===== src/rtl/ysyx_23060201_lsu_ctrl.sv =====
// Load/store controller: EXU command -> valid/ready data bus, with byte-lane
// alignment, load extension and a bounded wait for the bus response.
module ysyx_23060201_lsu_ctrl #(
    parameter int DATA_WIDTH = 32,
    parameter int ADDR_WIDTH = 32,
    parameter int TIMEOUT    = 255
) (
    input  logic                  clk,
    input  logic                  rst,
    input  logic                  in_valid,
    output logic                  in_ready,
    input  logic                  mem_ren,
    input  logic                  mem_wen,
    input  logic [ADDR_WIDTH-1:0] mem_raddr,
    input  logic [ADDR_WIDTH-1:0] mem_waddr,
    input  logic [7:0]            mem_rmask,
    input  logic [7:0]            mem_wmask,
    input  logic [DATA_WIDTH-1:0] mem_wdata,
    output logic                  req_valid,
    input  logic                  req_ready,
    output logic                  req_wen,
    output logic [ADDR_WIDTH-1:0] req_addr,
    output logic [DATA_WIDTH-1:0] req_wdata,
    output logic [3:0]            req_wstrb,
    input  logic                  rsp_valid,
    output logic                  rsp_ready,
    input  logic [DATA_WIDTH-1:0] rsp_rdata,
    input  logic                  rsp_err,
    output logic                  out_valid,
    input  logic                  out_ready,
    output logic [DATA_WIDTH-1:0] out_rdata,
    output logic                  out_err
);

    typedef enum logic [1:0] {IDLE, REQ, RSP, DONE} state_e;

    localparam logic [7:0] CNT_LAST = 8'(TIMEOUT - 1);

    state_e                state_q, state_d;
    logic                  req_wen_q, req_wen_d;
    logic [ADDR_WIDTH-1:0] req_addr_q, req_addr_d;
    logic [DATA_WIDTH-1:0] req_wdata_q, req_wdata_d;
    logic [3:0]            req_wstrb_q, req_wstrb_d;
    logic [3:0]            size_q, size_d;
    logic                  sext_q, sext_d;
    logic [7:0]            cnt_q, cnt_d;
    logic [DATA_WIDTH-1:0] out_rdata_q, out_rdata_d;
    logic                  out_err_q, out_err_d;

    logic [ADDR_WIDTH-1:0] cmd_addr;
    logic [7:0]            cmd_mask;
    logic [1:0]            cmd_off;
    logic                  is_b, is_h, is_w;
    logic                  cmd_mem, cmd_err;
    logic [DATA_WIDTH-1:0] sh, ld_data;
    logic                  unused_mask;

    assign unused_mask = ^{mem_wmask[7:4], mem_rmask[7:5]};

    always_comb begin
        cmd_addr = mem_wen ? mem_waddr : mem_raddr;
        cmd_mask = mem_wen ? mem_wmask : mem_rmask;
        cmd_off  = cmd_addr[1:0];
        is_b     = (cmd_mask[3:0] == 4'b0001);
        is_h     = (cmd_mask[3:0] == 4'b0011);
        is_w     = (cmd_mask[3:0] == 4'b1111);
        cmd_mem  = mem_ren | mem_wen;
        cmd_err  = (mem_ren & mem_wen)
                 | (cmd_mem & ~(is_b | is_h | is_w))
                 | (cmd_mem & is_h & cmd_off[0])
                 | (cmd_mem & is_w & (cmd_off != 2'b00));
    end

    // Response word is word-aligned; move the addressed lane down first.
    always_comb begin
        sh = rsp_rdata >> {req_addr_q[1:0], 3'b000};
        unique case (size_q)
            4'b1111: ld_data = sh;
            4'b0011: ld_data = {{(DATA_WIDTH-16){sext_q & sh[15]}}, sh[15:0]};
            default: ld_data = {{(DATA_WIDTH-8){sext_q & sh[7]}}, sh[7:0]};
        endcase
    end

    always_comb begin
        state_d     = state_q;
        req_wen_d   = req_wen_q;
        req_addr_d  = req_addr_q;
        req_wdata_d = req_wdata_q;
        req_wstrb_d = req_wstrb_q;
        size_d      = size_q;
        sext_d      = sext_q;
        cnt_d       = cnt_q;
        out_rdata_d = out_rdata_q;
        out_err_d   = out_err_q;
        unique case (state_q)
            IDLE: begin
                if (in_valid) begin
                    req_wen_d   = mem_wen;
                    req_addr_d  = cmd_addr;
                    req_wdata_d = mem_wen ? (mem_wdata << {cmd_off, 3'b000}) : '0;
                    req_wstrb_d = mem_wen ? (cmd_mask[3:0] << cmd_off) : 4'b0000;
                    size_d      = cmd_mask[3:0];
                    sext_d      = mem_rmask[4];
                    cnt_d       = '0;
                    out_rdata_d = '0;
                    out_err_d   = cmd_err;
                    state_d     = (cmd_mem && !cmd_err) ? REQ : DONE;
                end
            end
            REQ: begin
                if (req_ready) begin
                    cnt_d   = '0;
                    state_d = RSP;
                end
            end
            RSP: begin
                if (rsp_valid) begin
                    out_err_d   = rsp_err;
                    out_rdata_d = (rsp_err || req_wen_q) ? '0 : ld_data;
                    state_d     = DONE;
                end else if (TIMEOUT != 0 && cnt_q == CNT_LAST) begin
                    out_err_d   = 1'b1;
                    out_rdata_d = '0;
                    state_d     = DONE;
                end else begin
                    cnt_d = cnt_q + 8'd1;
                end
            end
            DONE: begin
                if (out_ready) state_d = IDLE;
            end
            default: state_d = IDLE;
        endcase
    end

    always_ff @(posedge clk) begin
        if (rst) begin
            state_q     <= IDLE;
            req_wen_q   <= 1'b0;
            req_addr_q  <= '0;
            req_wdata_q <= '0;
            req_wstrb_q <= '0;
            size_q      <= '0;
            sext_q      <= 1'b0;
            cnt_q       <= '0;
            out_rdata_q <= '0;
            out_err_q   <= 1'b0;
        end else begin
            state_q     <= state_d;
            req_wen_q   <= req_wen_d;
            req_addr_q  <= req_addr_d;
            req_wdata_q <= req_wdata_d;
            req_wstrb_q <= req_wstrb_d;
            size_q      <= size_d;
            sext_q      <= sext_d;
            cnt_q       <= cnt_d;
            out_rdata_q <= out_rdata_d;
            out_err_q   <= out_err_d;
        end
    end

    assign in_ready  = (state_q == IDLE) && !rst;
    assign req_valid = (state_q == REQ);
    assign rsp_ready = (state_q == RSP);
    assign out_valid = (state_q == DONE);
    assign req_wen   = req_wen_q;
    assign req_addr  = req_addr_q;
    assign req_wdata = req_wdata_q;
    assign req_wstrb = req_wstrb_q;
    assign out_rdata = out_rdata_q;
    assign out_err   = out_err_q;

endmodule

===== config.mk =====
export PLATFORM = sky130hd
export DESIGN_NAME = ysyx_23060201_lsu_ctrl
export DESIGN_NICKNAME = d
export VERILOG_FILES = /design/src/rtl/ysyx_23060201_lsu_ctrl.sv
export SDC_FILE = /design/constraint.sdc
export NUM_CORES = 1
export LEC_CHECK = 0
export ABC_AREA = 0
export BUFFER_PORTS_ARGS = -buffer_cell sky130_fd_sc_hd__buf_2
export CAP_MARGIN = 0
export CORE_MARGIN = 2
export CORE_UTILIZATION = 25
export CTS_BUF_LIST = sky130_fd_sc_hd__clkbuf_4
export DETAILED_ROUTE_END_ITERATION = 10
export REMOVE_ABC_BUFFERS = 1
export SYNTH_ARGS = -nofsm -noshare
export SYNTH_HDL_FRONTEND = slang
export SYNTH_SLANG_ARGS = --single-unit

===== constraint.sdc =====
create_clock -name clk -period 2.2 [get_ports clk]
set_input_delay 0.11 -clock clk [delete_from_list [all_inputs] [get_ports clk]]
set_output_delay 0.11 -clock clk [all_outputs]
set_load 0.02 [all_outputs]

==> flow_summary.toml, run 1 <==
[outcome]
status = "completed"

[critical_path]
critical_path.startpoint = "cnt_q[0]"
slowest_delay_ps = 440
worstPathRequired_ps = 2660
crit_end = "out_rdata[3]"
critPathKind = "register to register"
critPathSlowestCell = "a211oi_4"
worstPathMaxFanout = 14
critPathCaptureType = "register"
crit_chain = "inv_1 -> ha_1 -> and4_4 -> a21oi_4 -> a211oi_4 -> buf_4 -> nand4_1 -> a21oi_1"
rrSetupSlack_ps = 200
worstRegToRegCells = 8
startpoint_type = "register"
r2r-end = "out_rdata[3]"
rr_startpoint = "cnt_q[0]"
arrival_ps = 2450

[synth]
ys_ff_latch = 117
synthCells = 688
synth_ff_type = "dfxtp_1"
yosysWarnings = 0
syn_area_sq_um = 5930
synthArstFlopShare_pct = 0
ys_seq_area_share_pct = 39.5
synth_area_per_cell_sq_um = 8.62
synth_edf_count = 0
netlist-cell-type-count = 54

[layout]
layout.cells.non_filler = 1391
area_growth_pct = 53.8
final_common_cell = "buf_2"
layout.nets = 1215
drive_gt1_share_pct = 31.2
mostFrequentLayoutCells = "250 x buf_2, 123 x dlygate4sd3_1, 117 x dfxtp_1"
fin_util_pct = 39.0

[cts]
cts_setup_buffers = 0
cts-root-buf = "clkbuf_4"
htree_num_levels = 4
cts_sinks = 117
clock_path_buffers = 2
clk_latency_ps = 520
cts_tree = "done"
numCtsBuffers = 17
path_clk_slew_ps = 110

[floorplanning]
start_util_pct = 25.4
boundaryPins = 259
core_sq_um = 23400
fp.dieH_um = 158
row_count = 56
die_area_sq_um = 25000
die_w_um = 158

[sta]
rsz0062_at_grt = "false"
worst_pin_slew_ps = 690
fin_ws_ps = 203
relSlewSlack_pct = 54.0
period_needed_ps = 2000
hold_viol_final = 0
timing.hold.ws_ps = 65.9
slew_viol_final = 0
finalSetupViolations = 0
max_freq_mhz = 501
fin_skew_ps = 15.0
min_period_over_period_pct = 90.8

[global_routing]
grt_usage_pct = 17.1
grt_overflow = 0
antenna_found_initial = 4
grt_max_degree = 73
grt_pass1_wl_um = 33100
grt_pass1_vias = 6388

[routing]
wl_per_cell_um = 15.7
vias = 6554
drt_iter0_drc = 289
firstDrtPassIters = 4
drt-total-wl_um = 21800
ant_nets = 0
routed_via_density = 4.71
drc = 0

[power_and_ir_drop]
leakagePower_nw = 4.10
p_per_area_nw_per_um2 = 766
vdd_drop_max_mv = 0.369

[placed_design]
numPortBuffers = 251
dp_hpwl_um = 14300
place_congestion = 0.813
pre_cts_ws_ps = 118
dp_cells = 1233

[run]
drv.max_cap_violation_count = 0

[worst_hold_path]
min_path_type = "primary input to register"
-- report_power, final --
group	total, mW	internal, mW	switching (mW)
Sequential	2.57	2.40	0.172
Combinational	2.92	1.14	1.77
Clock	1.50	0.654	0.850
Total	6.99	4.19	2.79
-- metrics by stage --
step                total power [mW]  area [sq um]  setup TNS [ps]
global placement                5.29          7630               0
finish                          6.99          9120               0
detailed placement              5.32          7630               0
floorplan                       4.22          5670          -31770
CTS                             7.05          9110               0
global route                    7.48          9110               0
-- metal layers --
metal	up-vias	global-route usage, %	routed length [um]
li1	3240	-	-
met1	3055	19.8	9260
met2	232	29.6	10600
met3	27	5.89	1580
met4	0	5.15	363
met5	-	0	0
-- cells by family (layout without fill, tap and decap cells) --
family / after synthesis / count (layout) / synth area share, %
compound gates: 192 / 192 / 21.9
xor+xnor: 7 / 7 / 1.03
fa+ha+maj: 6 / 6 / 1.27
buf+inv: 60 / 440 / 4.74
flops: 117 / 117 / 39.5
mux: 79 / 79 / 13.6
other cells: 0 / 4 / 0
simple gates: 227 / 227 / 18.0
-- worst min path at each step --
stage               slack (ps)      endpoint  cells after the start    startpoint
floorplan                  180      cnt_q[1]                      1           rst
global placement           360        sext_q                      3  mem_rmask[4]
detailed placement         360        sext_q                      3  mem_rmask[4]
CTS                          5  req_wstrb[2]                      4  mem_wmask[0]
global route                40  req_wstrb[2]                      4  mem_wmask[0]
finish                      70    state_q[0]                      4     out_ready
-- area by class of cell --
| class | instances | area [sq um] |
|---|---|---|
| antenna | 4 | 10.0 |
| clock buffer | 18 | 135 |
| clock inverter | 13 | 116 |
| fill | 2410 | 14300 |
| inverter | 6 | 22.5 |
| multi-input combinational | 511 | 3330 |
| sequential | 117 | 2340 |
| tap | 319 | 399 |
| timing repair buffer | 403 | 2770 |
-- Yosys cell counts, types with 6 or more instances --
library cell	number	share of area [%]
o211ai_1	14	1.8
nor2_1	101	6.4
a21oi_1	75	6.3
nand4_1	7	0.74
xor2_1	6	0.89
a22oi_1	11	1.4
o22ai_1	8	0.84
mux2i_1	76	13
clkbuf_1	29	1.8
buf_2	15	1.3
a31oi_1	8	0.84
a211oi_1	36	4.6
o21ai_0	11	0.93
nand3b_1	19	2.4
nand2_1	67	4.2
o31ai_2	10	2.1
ha_1	6	1.3
dfxtp_1	117	39
-- state kept, by name, indices dropped and copies added (netlist names) --
| name | flops |
|---|---|
| out_rdata | 32 |
| req_addr | 32 |
| req_wdata | 32 |
| cnt_q | 8 |
| req_wstrb | 4 |
| size_q | 4 |
| state_q | 2 |
| out_err | 1 |
| req_wen | 1 |
| sext_q | 1 |
-- critical path: cells and delay by family, from the launching register on --
kind / cells / cell delay [ps]
buffers and inverters: 2 / 390
adder cells (fa/ha/maj): 1 / 150
flip-flops: 1 / 340
AND/OR/NAND/NOR: 2 / 410
AO/OA/AOI/OAI: 3 / 650
-- repair_timing --
item                                   4_1_cts  5_1_grt
setup endpoints to repair                    0       16
resized for setup                            0        2
endpoints found under the hold margin       87        0
hold buffers                               123        0
No activity file was read; power rests on OpenSTA's default activity.
==> run 2, diff against run 1 <==
Clock period 2.2 ns to 2.5 ns, I/O delays scaled along.
==> run 2 against run 1 <==
Clock power fell by 11%. Non-clock buffer count is 11 lower. Via count is 1.3% lower. Fmax down 14%. Clock-buffer cell count rose by 1. Clock skew fell by 0.73 ps.
==> flow_summary.toml, run 2 (synthesized netlist as in run 1, its figures left out) <==
[outcome]
status = "completed"

[global_routing]
grt_pass1_wl_um = 31800
grt_overflow = 0
grt_pass1_vias = 6063
grt_max_degree = 73
antenna_found_initial = 5
grt_usage_pct = 16.3

[routing]
ant_nets = 0
met3RoutedLength_um = 1610
drc = 0
routedLengthMet1_um = 8930
drt-total-wl_um = 21200
wl_met2_um = 10300
wl_per_cell_um = 15.3
vias = 6468
firstDrtPassIters = 5
drt_iter0_drc = 339
top_layer_used = "met4"
routed_via_density = 4.68

[layout]
area_growth_pct = 52.1
ff_latch_area_sq_um = 2340
drive_gt1_share_pct = 30.9
final_common_cell = "buf_2"
multi_input_area_sq_um = 3330
fillCellCount = 2418
final_area_sq_um = 9020
mostFrequentLayoutCells = "250 x buf_2, 119 x dlygate4sd3_1, 117 x dfxtp_1"
layout.nets = 1204

[cts]
cts_setup_buffers = 0
htree_num_levels = 4
clock_path_buffers = 2
cts_sinks = 117
cts_tree = "done"
clk_latency_ps = 520
numCtsBuffers = 17
path_clk_slew_ps = 120
cts-root-buf = "clkbuf_4"

[sta]
fin_ws_ps = 191
relSlewSlack_pct = 26.9
timing.hold.ws_ps = 57.0
worst_pin_slew_ps = 1090
max_freq_mhz = 433
rsz0062_at_grt = "true"
hold_viol_final = 0
min_period_over_period_pct = 92.3
slew_viol_final = 0
fin_skew_ps = 14.3
period_needed_ps = 2310
finalSetupViolations = 0

[placed_design]
placed_area_sq_um = 7550
pre_cts_ws_ps = 441
numPortBuffers = 251
dp_hpwl_um = 14000
place_congestion = 0.825

[power_and_ir_drop]
p_per_area_nw_per_um2 = 677
leakagePower_nw = 4.05
vdd_drop_max_mv = 0.360
power_mw = 6.10

[floorplanning]
die_w_um = 158
boundaryPins = 259
row_count = 56
die_area_sq_um = 25000
fp.dieH_um = 158
start_util_pct = 25.4
core_sq_um = 23400

[critical_path]
critPathKind = "register to register"
critPathCaptureType = "register"
critPathSlowestCell = "dlygate4sd3_1"
arrival_ps = 2780
slowest_delay_ps = 580
worstPathMaxFanout = 9
worstPathRequired_ps = 2970
crit_chain = "inv_1 -> ha_1 -> and2_2 -> nand2_1 -> nor3_4 -> a22oi_1 -> dlygate4sd3_1 -> nor2_1"
startpoint_type = "register"

[run]
drv.max_cap_violation_count = 0

[worst_hold_path]
min_path_type = "primary input to register"
-- run 2: layout make-up --
type	count	share of cell area, %
repair buffers	392	29.4
multi-input cells	511	36.9
inverters	6	0.250
diodes	6	0.166
clock buffers	19	1.58
clock inverters	12	1.26
well taps	319	4.42
flip-flops and latches	117	26.0
-- run 2: per-layer routing --
| layer | GRT usage (%) | vias up |
|---|---|---|
| met4 | 5.19 | 0 |
| met2 | 27.8 | 239 |
| met1 | 19.6 | 2983 |
| li1 | - | 3218 |
| met3 | 5.09 | 28 |
| met5 | 0 | - |
-- run 2: path summary, 6_finish.rpt --
path | startpoint | end | slack, ps | cells after the start
hold / removal | mem_waddr[1] | req_wdata[5] | 60 | 4
hold reg to reg | out_rdata[7] | out_rdata[7] | 450 | 2
setup / recovery | state_q[1] | req_wdata[6] | 190 | 8
setup reg to reg | state_q[1] | req_wdata[6] | 190 | 8
-- run 2: metrics by stage --
stage / utilization (%) / instances / setup TNS (ps)
4_1_cts: 38.4 / 1376 / 0
3_3_place_gp: 32.3 / 1226 / 0
6_report: 38.6 / 1382 / 0
2_1_floorplan: - / 634 / -13470
5_1_grt: 38.5 / 1378 / -6.08
3_5_place_dp: 32.3 / 1226 / 0
-- run 2: timing repair --
action / CTS / global route
setup endpoints to repair: 0 / 6
endpoints found under the hold margin: 81 / 0
gates resized for setup: 0 / 3
hold buffers: 119 / 0
-- run 2: worst max-delay path: cells and delay by family (launching register included) --
| kind | cells | cell delay (ps) |
|---|---|---|
| adders and majority gates | 1 | 290 |
| buffers and inverters | 2 | 670 |
| and+or+nand+nor | 4 | 830 |
| AOI/OAI and AO/OA | 1 | 110 |
| DFF | 1 | 360 |
-- run 2: report_power, final --
| group | leakage, nW | total [mW] | internal [mW] | switching [mW] |
|---|---|---|---|---|
| clock | 0.137 | 1.34 | 0.592 | 0.744 |
| combinational | 2.96 | 2.51 | 0.973 | 1.53 |
| sequential | 0.953 | 2.26 | 2.11 | 0.154 |
==> run 3, diff against run 2 <==
Settings changed: ABC_AREA 0 to 1.
==> run 3 against run 2 <==
Synthesized area rose by 4.9%. Clock skew rose by 18 ps. First-iteration DRC count rose by 40%. Total power rose by 14%. Fmax rose by 1.2%. Largest cell class unchanged. Setup slack improved by 28 ps. Critical path type unchanged.
==> flow_summary.toml, run 3 <==
[synth]
synth_top_area_share_pct = 37.6
yosysTopAreaCell = "dfxtp_1"
ys_seq_area_share_pct = 37.6
synth_ff_type = "dfxtp_1"
synth_commonest_cells = "274 x nand2_1, 117 x dfxtp_1, 98 x nand3_1, 89 x inv_1, 84 x a21oi_1"
syn_area_sq_um = 6220
yosysWarnings = 0
yosysMostFrequentCell = "nand2_1"
synth_compound_area_share_pct = 17.9
synth-xor-area-share_pct = 0.844
synth_edf_count = 0
synth_top_family_by_area = "simple AND/OR/NAND/NOR gates"
muxShareOfSynthArea_pct = 0
synth-simple-area-share_pct = 32.0
synthCells = 958
ys_ff_latch = 117
netlist_top_cells_area = "dfxtp_1 38%, nand2_1 17%, nand3_1 7.9%, a21oi_1 6.8%, o21ai_0 5.6%"
synth_area_per_cell_sq_um = 6.50
netlist-cell-type-count = 34
synthArstFlopShare_pct = 0
synth-adder-area-share_pct = 1.21

[critical_path]
worstRegToRegCells = 10
startpoint_type = "register"
critPathKind = "register to register"
worstPathRequired_ps = 3010
worstPathMaxFanout = 18
arrival_ps = 2790
critPathCaptureType = "register"

[sta]
min_period_over_period_pct = 91.2
fin_skew_ps = 31.8
worst_pin_slew_ps = 812
finalSetupViolations = 0
slew_viol_final = 0
relSlewSlack_pct = 45.9
rsz0062_at_grt = "false"
hold_viol_final = 0
period_needed_ps = 2280
max_freq_mhz = 438

[power_and_ir_drop]
vdd_drop_max_mv = 0.371
leakagePower_nw = 4.51
p_per_area_nw_per_um2 = 724
power_mw = 6.97

[routing]
drt-total-wl_um = 23200
firstDrtPassIters = 5
drc = 0
ant_nets = 0
routed_via_density = 4.63
vias = 7758
wl_per_cell_um = 13.9
drt_iter0_drc = 476

[placed_design]
numPortBuffers = 251
place_congestion = 0.831
dp_hpwl_um = 15000
placed_area_sq_um = 7760
dp_cells = 1489

[cts]
htree_num_levels = 4
clk_latency_ps = 550
numCtsBuffers = 17
clock_path_buffers = 2
cts_tree = "done"
cts-root-buf = "clkbuf_4"
cts_setup_buffers = 0
cts_sinks = 117
path_clk_slew_ps = 150

[worst_hold_path]
min_path_type = "primary input to register"
holdPathStages = 5

[outcome]
status = "completed"

[floorplanning]
row_count = 57
die_area_sq_um = 26200
core_sq_um = 24400
boundaryPins = 259
start_util_pct = 25.5
die_w_um = 162
fp.dieH_um = 162

[layout]
layout.cells.non_filler = 1675
layout.nets = 1492
area_growth_pct = 54.7
drive_gt1_share_pct = 24.4
mostFrequentLayoutCells = "273 x nand2_1, 251 x buf_2, 149 x dlygate4sd3_1"
fin_util_pct = 39.5
final_common_cell = "nand2_1"
final_area_sq_um = 9630

[global_routing]
antenna_found_initial = 1
grt_overflow = 0
grt_pass1_vias = 7514
grt_pass1_wl_um = 36900
grt_usage_pct = 17.6
grt_max_degree = 70

[run]
drv.max_cap_violation_count = 0
[run 3: cell types whose count changed after synthesis, sizes merged, moves of 12 or more]
cell	before	now
nand2	68	280
nand3	5	100
inv	5	93
mux2i	76	0
o21ai	11	79
nor2	101	55
a211oi	37	0
nand3b	20	0
o211ai	14	31
o31ai	14	1
nor3	5	17
[run 3: cell families after synthesis]
family,after synthesis
DFF,117
AOI/OAI and AO/OA,204
adders and majority gates,6
and+or+nand+nor,466
buffers and inverters,159
xor gates and xnor gates,6
[run 3: critical path, stage by stage (launching register included)]
cell           delay (ps)
dfxtp_1               360
inv_1                  90
ha_2                  240
nand2_2               140
nor2_2                150
buf_4                 250
o21ai_0               120
o21ai_0               190
dlygate4sd3_1         580
o21ai_0                70
inv_1                  60
[run 3: what timing repair did]
action	in CTS	in global routing
endpoints found under the setup margin	0	39
resized for setup	0	6
endpoints found under the hold margin	85	0
hold buffers	149	0
[run 3: metrics by stage]
stage | setup TNS (ps) | setup slack [ps] | hold slack (ps)
6_report | 0 | 219 | 92.3
5_1_grt | 0 | 52.8 | 37.5
4_1_cts | 0 | 14.1 | 3.20
3_5_place_dp | 0 | 297 | 433
3_3_place_gp | 0 | 314 | 424
2_1_floorplan | -38350 | -888 | 194
[run 3: cell type report]
| cell class | instances | area (sq um) |
|---|---|---|
| diodes | 5 | 12.5 |
| clock buffers | 17 | 128 |
| clock inverters | 15 | 218 |
| fillers | 2574 | 14800 |
| inverters | 95 | 363 |
| multi-input cells | 682 | 3250 |
| flip-flops and latches | 117 | 2340 |
| well taps | 324 | 405 |
| repair buffers | 420 | 2910 |
[run 3: per-layer routing]
layer  vias up  GRT usage [%]  wire length (um)
met2       271           30.4             11000
met4         0           7.08               659
met1      3559           20.8             10200
li1       3885              -                 -
met3        43           4.32              1450
met5         -              0                 0
[run 3: worst paths after layout]
| path | startpoint | endpoint | slack [ps] |
|---|---|---|---|
| hold / removal | mem_rmask[2] | size_q[2] | 90 |
| setup / recovery | state_q[0] | req_wdata[24] | 220 |
| hold reg to reg | out_rdata[1] | out_rdata[1] | 470 |
| setup reg to reg | state_q[0] | req_wdata[24] | 220 |
[run 3: report_power, final]
group	switching (mW)	internal [mW]	leakage, nW	total, mW
logic	1.84	1.15	3.38	3.00
clock network	0.883	0.820	0.180	1.70
registers	0.153	2.12	0.953	2.27
